**src/rtl/apb_req_arbiter_pkg.sv**
```systemverilog
// Shared constants and types for the APB request arbiter.
package apb_req_arbiter_pkg;

  // Encodings understood by the APB master's add_i command input
  localparam logic [1:0] APB_CMD_IDLE  = 2'b00;
  localparam logic [1:0] APB_CMD_READ  = 2'b01;
  localparam logic [1:0] APB_CMD_WRITE = 2'b11;

  typedef enum logic [1:0] {
    ARB_IDLE,
    ARB_XFER,
    ARB_RESP
  } arb_state_e;

  // Width of an index able to address n requesters (at least one bit)
  function automatic int idx_width(input int n);
    return (n > 1) ? $clog2(n) : 1;
  endfunction

endpackage

```
**src/rtl/apb_req_arbiter_if.sv**
```systemverilog
// Bundle of requester-side and master-side signals around the arbiter.
// The slave modport is the arbiter's view, master is the surrounding system.
interface apb_req_arbiter_if #(
  parameter int NREQ = 4,
  parameter int DW   = 32
);
  import apb_req_arbiter_pkg::*;

  logic [NREQ-1:0]    req_i;
  logic [NREQ-1:0]    req_write_i;
  logic [NREQ*DW-1:0] req_wdata_i;
  logic [NREQ-1:0]    gnt_o;
  logic [NREQ-1:0]    done_o;
  logic               err_o;
  logic [DW-1:0]      rdata_o;
  logic               busy_o;
  logic [1:0]         m_cmd_o;
  logic [DW-1:0]      m_wdata_o;
  logic               m_ready_i;
  logic [DW-1:0]      m_rdata_i;

  modport slave (
    input  req_i, req_write_i, req_wdata_i, m_ready_i, m_rdata_i,
    output gnt_o, done_o, err_o, rdata_o, busy_o, m_cmd_o, m_wdata_o
  );

  modport master (
    output req_i, req_write_i, req_wdata_i, m_ready_i, m_rdata_i,
    input  gnt_o, done_o, err_o, rdata_o, busy_o, m_cmd_o, m_wdata_o
  );

endinterface

```
**src/rtl/apb_req_arbiter_rr_pick.sv**
```systemverilog
// Combinational round-robin picker: first set request at or above ptr,
// wrapping around modulo NREQ.
module apb_req_arbiter_rr_pick
  import apb_req_arbiter_pkg::*;
#(
  parameter int NREQ = 4,
  parameter int IW   = 2
) (
  input  logic [NREQ-1:0] req,
  input  logic [IW-1:0]   ptr,
  output logic            valid,
  output logic [IW-1:0]   idx
);

  // Scan NREQ positions starting at ptr and keep the first one requesting
  always_comb begin
    int cand;
    valid = 1'b0;
    idx   = '0;
    cand  = 0;
    for (int k = 0; k < NREQ; k++) begin
      cand = int'(ptr) + k;
      if (cand >= NREQ) cand = cand - NREQ;
      if (!valid && req[cand]) begin
        valid = 1'b1;
        idx   = IW'(cand);
      end
    end
  end

endmodule

```
**src/rtl/apb_req_arbiter.sv**
```systemverilog
// Round-robin arbiter sharing one APB master command port between NREQ
// requesters, with a watchdog that aborts transfers the master never finishes.
module apb_req_arbiter
  import apb_req_arbiter_pkg::*;
#(
  parameter int NREQ    = 4,
  parameter int DW      = 32,
  parameter int TIMEOUT = 64
) (
  input logic               pclk,
  input logic               preset_n,
  apb_req_arbiter_if.slave  bus
);

  localparam int IW = idx_width(NREQ);
  localparam int CW = $clog2(TIMEOUT);

  arb_state_e      state_q, state_d;
  logic [IW-1:0]   idx_q, idx_d;
  logic [IW-1:0]   ptr_q, ptr_d;
  logic [CW-1:0]   cnt_q, cnt_d;
  logic [NREQ-1:0] gnt_q, gnt_d;
  logic [NREQ-1:0] done_q, done_d;
  logic            err_q, err_d;
  logic [DW-1:0]   rdata_q, rdata_d;
  logic [1:0]      cmd_q, cmd_d;
  logic [DW-1:0]   wdata_q, wdata_d;
  logic            busy_q, busy_d;

  logic            pick_valid;
  logic [IW-1:0]   pick_idx;

  apb_req_arbiter_rr_pick #(
    .NREQ (NREQ),
    .IW   (IW)
  ) u_rr_pick (
    .req   (bus.req_i),
    .ptr   (ptr_q),
    .valid (pick_valid),
    .idx   (pick_idx)
  );

  // Next-state logic: arbitrate in IDLE, hold the command in XFER until the
  // master is ready or the watchdog fires, then one RESP cycle for done/err
  always_comb begin
    state_d = state_q;
    idx_d   = idx_q;
    ptr_d   = ptr_q;
    cnt_d   = cnt_q;
    gnt_d   = gnt_q;
    done_d  = done_q;
    err_d   = err_q;
    rdata_d = rdata_q;
    cmd_d   = cmd_q;
    wdata_d = wdata_q;
    busy_d  = busy_q;
    case (state_q)
      ARB_IDLE: begin
        if (pick_valid) begin
          idx_d   = pick_idx;
          gnt_d   = NREQ'(1) << pick_idx;
          cmd_d   = bus.req_write_i[pick_idx] ? APB_CMD_WRITE : APB_CMD_READ;
          wdata_d = bus.req_wdata_i[int'(pick_idx)*DW +: DW];
          cnt_d   = '0;
          busy_d  = 1'b1;
          state_d = ARB_XFER;
        end
      end
      ARB_XFER: begin
        cnt_d = cnt_q + 1'b1;
        if (bus.m_ready_i) begin
          if (cmd_q == APB_CMD_READ) rdata_d = bus.m_rdata_i;
          cmd_d   = APB_CMD_IDLE;
          done_d  = NREQ'(1) << idx_q;
          err_d   = 1'b0;
          state_d = ARB_RESP;
        end else if (cnt_q == CW'(TIMEOUT - 1)) begin
          cmd_d   = APB_CMD_IDLE;
          done_d  = NREQ'(1) << idx_q;
          err_d   = 1'b1;
          rdata_d = '0;
          state_d = ARB_RESP;
        end
      end
      ARB_RESP: begin
        done_d  = '0;
        err_d   = 1'b0;
        gnt_d   = '0;
        ptr_d   = (idx_q == IW'(NREQ - 1)) ? '0 : idx_q + 1'b1;
        cnt_d   = '0;
        busy_d  = 1'b0;
        state_d = ARB_IDLE;
      end
      default: begin
        state_d = ARB_IDLE;
      end
    endcase
  end

  // State and registered outputs; reset clears everything, even mid-transfer
  always_ff @(posedge pclk) begin
    if (!preset_n) begin
      state_q <= ARB_IDLE;
      idx_q   <= '0;
      ptr_q   <= '0;
      cnt_q   <= '0;
      gnt_q   <= '0;
      done_q  <= '0;
      err_q   <= 1'b0;
      rdata_q <= '0;
      cmd_q   <= APB_CMD_IDLE;
      wdata_q <= '0;
      busy_q  <= 1'b0;
    end else begin
      state_q <= state_d;
      idx_q   <= idx_d;
      ptr_q   <= ptr_d;
      cnt_q   <= cnt_d;
      gnt_q   <= gnt_d;
      done_q  <= done_d;
      err_q   <= err_d;
      rdata_q <= rdata_d;
      cmd_q   <= cmd_d;
      wdata_q <= wdata_d;
      busy_q  <= busy_d;
    end
  end

  assign bus.gnt_o     = gnt_q;
  assign bus.done_o    = done_q;
  assign bus.err_o     = err_q;
  assign bus.rdata_o   = rdata_q;
  assign bus.busy_o    = busy_q;
  assign bus.m_cmd_o   = cmd_q;
  assign bus.m_wdata_o = wdata_q;

endmodule

```
**src/flat_wrapper.sv**
```systemverilog
// flat-port wrapper written by rule: the top's interface ports become plain ports
module apb_req_arbiter_flat import apb_req_arbiter_pkg::*;
#(
  parameter int NREQ    = 4,
  parameter int DW      = 32,
  parameter int TIMEOUT = 64
)
  (pclk, preset_n, bus_req_i, bus_req_write_i, bus_req_wdata_i, bus_m_ready_i, bus_m_rdata_i, bus_gnt_o, bus_done_o, bus_err_o, bus_rdata_o, bus_busy_o, bus_m_cmd_o, bus_m_wdata_o);
  apb_req_arbiter_if #(.NREQ(NREQ), .DW(DW)) bus_i ();
  input logic pclk;
  input logic preset_n;
  input wire logic [$bits(bus_i.req_i)-1:0] bus_req_i;
  input wire logic [$bits(bus_i.req_write_i)-1:0] bus_req_write_i;
  input wire logic [$bits(bus_i.req_wdata_i)-1:0] bus_req_wdata_i;
  input wire logic [$bits(bus_i.m_ready_i)-1:0] bus_m_ready_i;
  input wire logic [$bits(bus_i.m_rdata_i)-1:0] bus_m_rdata_i;
  output wire logic [$bits(bus_i.gnt_o)-1:0] bus_gnt_o;
  output wire logic [$bits(bus_i.done_o)-1:0] bus_done_o;
  output wire logic [$bits(bus_i.err_o)-1:0] bus_err_o;
  output wire logic [$bits(bus_i.rdata_o)-1:0] bus_rdata_o;
  output wire logic [$bits(bus_i.busy_o)-1:0] bus_busy_o;
  output wire logic [$bits(bus_i.m_cmd_o)-1:0] bus_m_cmd_o;
  output wire logic [$bits(bus_i.m_wdata_o)-1:0] bus_m_wdata_o;
  assign bus_i.req_i = bus_req_i;
  assign bus_i.req_write_i = bus_req_write_i;
  assign bus_i.req_wdata_i = bus_req_wdata_i;
  assign bus_i.m_ready_i = bus_m_ready_i;
  assign bus_i.m_rdata_i = bus_m_rdata_i;
  assign bus_gnt_o = bus_i.gnt_o;
  assign bus_done_o = bus_i.done_o;
  assign bus_err_o = bus_i.err_o;
  assign bus_rdata_o = bus_i.rdata_o;
  assign bus_busy_o = bus_i.busy_o;
  assign bus_m_cmd_o = bus_i.m_cmd_o;
  assign bus_m_wdata_o = bus_i.m_wdata_o;
  apb_req_arbiter #(.NREQ(NREQ), .DW(DW), .TIMEOUT(TIMEOUT)) u_core (.pclk(pclk), .preset_n(preset_n), .bus(bus_i));
endmodule
```
**config.mk**
```make
export PLATFORM = sky130hd
export DESIGN_NAME = apb_req_arbiter_flat
export DESIGN_NICKNAME = d
export VERILOG_FILES = /design/src/rtl/apb_req_arbiter_pkg.sv /design/src/rtl/apb_req_arbiter_if.sv /design/src/rtl/apb_req_arbiter_rr_pick.sv /design/src/rtl/apb_req_arbiter.sv /design/src/flat_wrapper.sv
export SDC_FILE = /design/constraint.sdc
export NUM_CORES = 1
export LEC_CHECK = 0
export BUFFER_PORTS_ARGS = -buffer_cell sky130_fd_sc_hd__buf_2
export CAP_MARGIN = 30
export CELL_PAD_IN_SITES_DETAIL_PLACEMENT = 1
export CELL_PAD_IN_SITES_GLOBAL_PLACEMENT = 1
export CORE_MARGIN = 1
export CORE_UTILIZATION = 33
export DETAILED_ROUTE_END_ITERATION = 6
export GPL_TIMING_DRIVEN = 1
export PLACE_DENSITY = 0.95
export REMOVE_ABC_BUFFERS = 1
export SYNTH_ARGS = -nofsm -noshare
export SYNTH_HDL_FRONTEND = slang
export SYNTH_SLANG_ARGS = --single-unit
```
**constraint.sdc**
```tcl
create_clock -name pclk -period 3.78 [get_ports pclk]
set_input_delay 0.378 -clock pclk [delete_from_list [all_inputs] [get_ports pclk]]
set_output_delay 0.378 -clock pclk [all_outputs]
set_load 0.1 [all_outputs]
```
==> impl_results.md <==
- Chip Height: roughly 110 um
- Fin crit share: around 74%
- Buffer count from post-CTS setup fixing: 0
- Footprint of the multi-input gates: 2110 sq um
- Leak Pwr: around 0.0026 uW
- Top post-synthesis cells by count: 88 x sky130_fd_sc_hd__dfxtp_1, 42 x sky130_fd_sc_hd__a21oi_1, 37 x sky130_fd_sc_hd__a21oi_2, 37 x sky130_fd_sc_hd__o21ai_0
- Maximum number of buffers from clock root to sink: 2
- Worst vdd rail ir drop: 0.311 mV
- I/O pin count: ~250
- Largest stage delay, worst path: 0.66 ns
- Final-stage net count: 835
- Top area cells in the synthesized netlist: sky130_fd_sc_hd__dfxtp_1 42%, sky130_fd_sc_hd__a21oi_2 7.8%, sky130_fd_sc_hd__a222oi_1 7.7%
- Required arrival time at the worst endpoint: 4.04 ns
- Crit path launch type: flop
- Status: finished, final reports clean
- Adder-cell area share of the yosys netlist: 3.01%
- Fmax: 355 MHz
- Wire length of the first global-routing pass: 25000 um
- TritonCTS clock tree: done
- Weighted congestion reported at the end of routability-driven placement: roughly 0.8
- Utilization after layout: 47.1%
- Post-synth EDFFs: 0
- Post-synthesis register bit count: 88
- Largest family of logic cells by synthesized area: compound AO/OA/AOI/OAI gates
- Fraction of registers with async set or reset after synthesis: 0%
- Vias after detailed routing: ~4600
- Worst-Margin Slew: 0.927 ns
- Post-DR wirelength/cell: between 15 and 20 um
- Total core area: roughly 12000 sq um
- Violation count after the first detailed-route iteration: 350
- Total number of clock tree sinks: 88
- Count of buffering cells on the critical path with inverters included: 3
- Mean area per synthesized cell: a little under 10 sq um
- Portion of netlist area occupied by mux cells: 0.962%
- Critical path peak fanout: 17
- Antenna diode instance count: 0
- Final min period: 2.82 ns
- Synthesized area: 4160 sq um
- Max cap viols: 0
- Row Count: 40
- Critical path cell sequence: inv_1 > ha_1 > clkinv_1 > nor2_2 > buf_4 > o21ai_0 > a2bb2oi_1 > nor2_1
- Number of buffers inserted during clock tree synthesis: 9
- Number of pins with negative max-slew slack in the final report: 0
- Dominant register cell in the synthesized netlist: sky130_fd_sc_hd__dfxtp_1
- Family with the most delay on the worst path: buffers and inverters
- Total power divided by cell area: 611 nW/um^2
- Portion of synthesized cell area occupied by the leading cell type: 42.3%
- Xor and xnor area share after synthesis: 1.05%
- Number of input and output port buffers inserted: approximately 250
- Unrepaired setup endpoints after global routing: false
- Horiz. Die Dim: between 100 and 150 um
- Area growth from synthesis to layout: 37.6%
- Number of instances in the synthesized netlist: between 400 and 500
- Capturing element type of the critical path: flop
- Compound-gate portion of the synthesized area: between 30% and 40%
- Clk_lat worst skew: between 0.3 and 0.4 ns
- Worst-case clock skew: approximately 0.0070 ns
- Via/cell ratio: 5.56
- Number of distinct library cells after synthesis: between 40 and 50
- Design area: 5720 sq um
- Starting density of the core: 34.2%
- Arrival time at the worst endpoint: approximately 3 ns
- Seq/Total Area, Yosys: between 40 and 50%
- Detailed-route wire length: 16300 um
- Simple-gate portion of the synthesized area: 8.90%
- Final number of setup-violating endpoints: 0
- Clock-pin slew on the worst setup and hold paths: 0.06 ns
- Fraction of layout cells with a size suffix above 1: 47.3%
- Number of endpoints with negative hold slack in the final report: 0
- Number of remaining DRC errors: 0
- Cell type with the highest aggregate area in the netlist: sky130_fd_sc_hd__dfxtp_1
- Die Outline Area: 13100 sq um
- Cell with the most instances after synthesis: sky130_fd_sc_hd__dfxtp_1
- H-Tree Depth: 3
- Number of antenna violations at the first check in global routing: 1
- Post-cts sizing count: 0
- ANT nets after route: 0
- Maximum number of pins on one net before global-route repair: 41
- Root buffer cell: sky130_fd_sc_hd__clkbuf_16
- Fill cell total of the finished layout: 1482
- Number of global-route vias before repair: 4854
- Pre-Repair DR Iteration Count: 7
- Setup CP Type: flop to flop
- Total track usage: 24.8%
- Number of warning messages in the yosys log: 0
- Count of hold-fix buffers inserted at cts: 0
- Area after DPL: 5410 sq um
- Final HPWL from detailed placement: 11900 um
- Area of all sequential standard cells: 1760 sq um
- Leftover overflow at the end of global routing: 0
- Worst min-delay path class: primary input to flop
- Worst slew margin relative to its limit: a little under two fifths
- Cell with the largest stage delay on the worst path: sky130_fd_sc_hd__nor2_2
- Post-Route Setup TNS: 0 ns
worst paths after layout:
kind / start / endpoint / slack, ns / depth (start not counted)
min: bus_m_rdata_i[10] / u_core.bus.rdata_o[10] / 0.25 / 2
max reg2reg: u_core.state_q[1] / u_core.idx_q[1] / 0.96 / 8
min reg2reg: u_core.bus.done_o[3] / u_core.bus.done_o[3] / 0.45 / 2
max: u_core.state_q[1] / u_core.idx_q[1] / 0.96 / 8
layout make-up:
type                       count  share of cell area (%)
clock buffer                  11                    4.42
timing repair buffer         251                    22.5
inverter                       9                   0.590
tap                          168                    3.67
multi-input combinational    295                    36.9
sequential                    88                    30.8
clock inverter                 5                    1.11
cells by family (layout without fill, tap and decap cells):
kind of cell | count (synthesis) | count (layout)
compound gates | 207 | 207
xor+xnor | 5 | 5
fa+ha+maj | 10 | 10
buf+inv | 49 | 276
flops | 88 | 88
mux | 4 | 4
simple gates | 69 | 69
power by group:
part           total, uW  switching, uW  internal (uW)
clock network        939            385            553
registers           1110           75.2           1040
logic               1440           1140            303
total               3500           1600           1890
layer usage:
| metal | vias up | wire [um] | track usage [%] |
|---|---|---|---|
| met5 | - | 14 | 0 |
| met4 | 2 | 547 | 13.4 |
| met3 | 46 | 862 | 5.19 |
| met2 | 191 | 8630 | 45.0 |
| met1 | 2256 | 6250 | 27.1 |
| li1 | 2106 | - | - |
registers in the layout, indices dropped and copies added, names as in the netlist:
signal / cells
u_core.bus.m_cmd_o: 2
u_core.bus.done_o: 4
u_core.bus.rdata_o: 32
u_core.bus.m_wdata_o: 32
u_core.ptr_q: 2
u_core.cnt_q: 6
u_core.bus.busy_o: 1
u_core.state_q: 2
u_core.bus.gnt_o: 4
u_core.bus.err_o: 1
u_core.idx_q: 2
metrics by stage:
stage | power, uW | hold WS (ns) | setup WS (ns) | instances
2_1_floorplan | 2200 | 0.480 | 0.919 | 392
3_3_place_gp | 2520 | 0.445 | 1.19 | 810
3_5_place_dp | 2560 | 0.444 | 0.981 | 811
4_1_cts | 3510 | 0.236 | 0.972 | 827
5_1_grt | 3620 | 0.242 | 0.722 | 827
6_report | 3500 | 0.247 | 0.965 | 827
worst reg2reg max path: cells and delay by family (launching register included):
kind | cells | cell delay (ns)
flops | 1 | 0.35
fa+ha+maj | 1 | 0.50
simple gates | 2 | 0.75
buf+inv | 3 | 0.84
compound gates | 2 | 0.30
layout by cell type, fill, tap and decap left out, drive strengths merged, types with 2 or more instances in the layout:
| cell | synthesis | routed |
|---|---|---|
| a21o | 2 | 2 |
| a21oi | 79 | 79 |
| a221oi | 3 | 3 |
| a222oi | 32 | 32 |
| a22o | 32 | 32 |
| a31oi | 2 | 2 |
| and2 | 3 | 3 |
| buf | 25 | 251 |
| clkbuf | 15 | 11 |
| clkinv | 2 | 4 |
| dfxtp | 88 | 88 |
| ha | 10 | 10 |
| inv | 7 | 8 |
| mux2i | 4 | 4 |
| nand2 | 17 | 17 |
| nand2b | 6 | 6 |
| nand3 | 7 | 7 |
| nand4 | 6 | 6 |
| nor2 | 19 | 19 |
| nor2b | 4 | 4 |
| nor3 | 3 | 3 |
| o211ai | 3 | 3 |
| o21ai | 41 | 41 |
| o21bai | 2 | 2 |
| xnor2 | 2 | 2 |
| xor2 | 3 | 3 |
No activity file was read; power rests on OpenSTA's default activity.
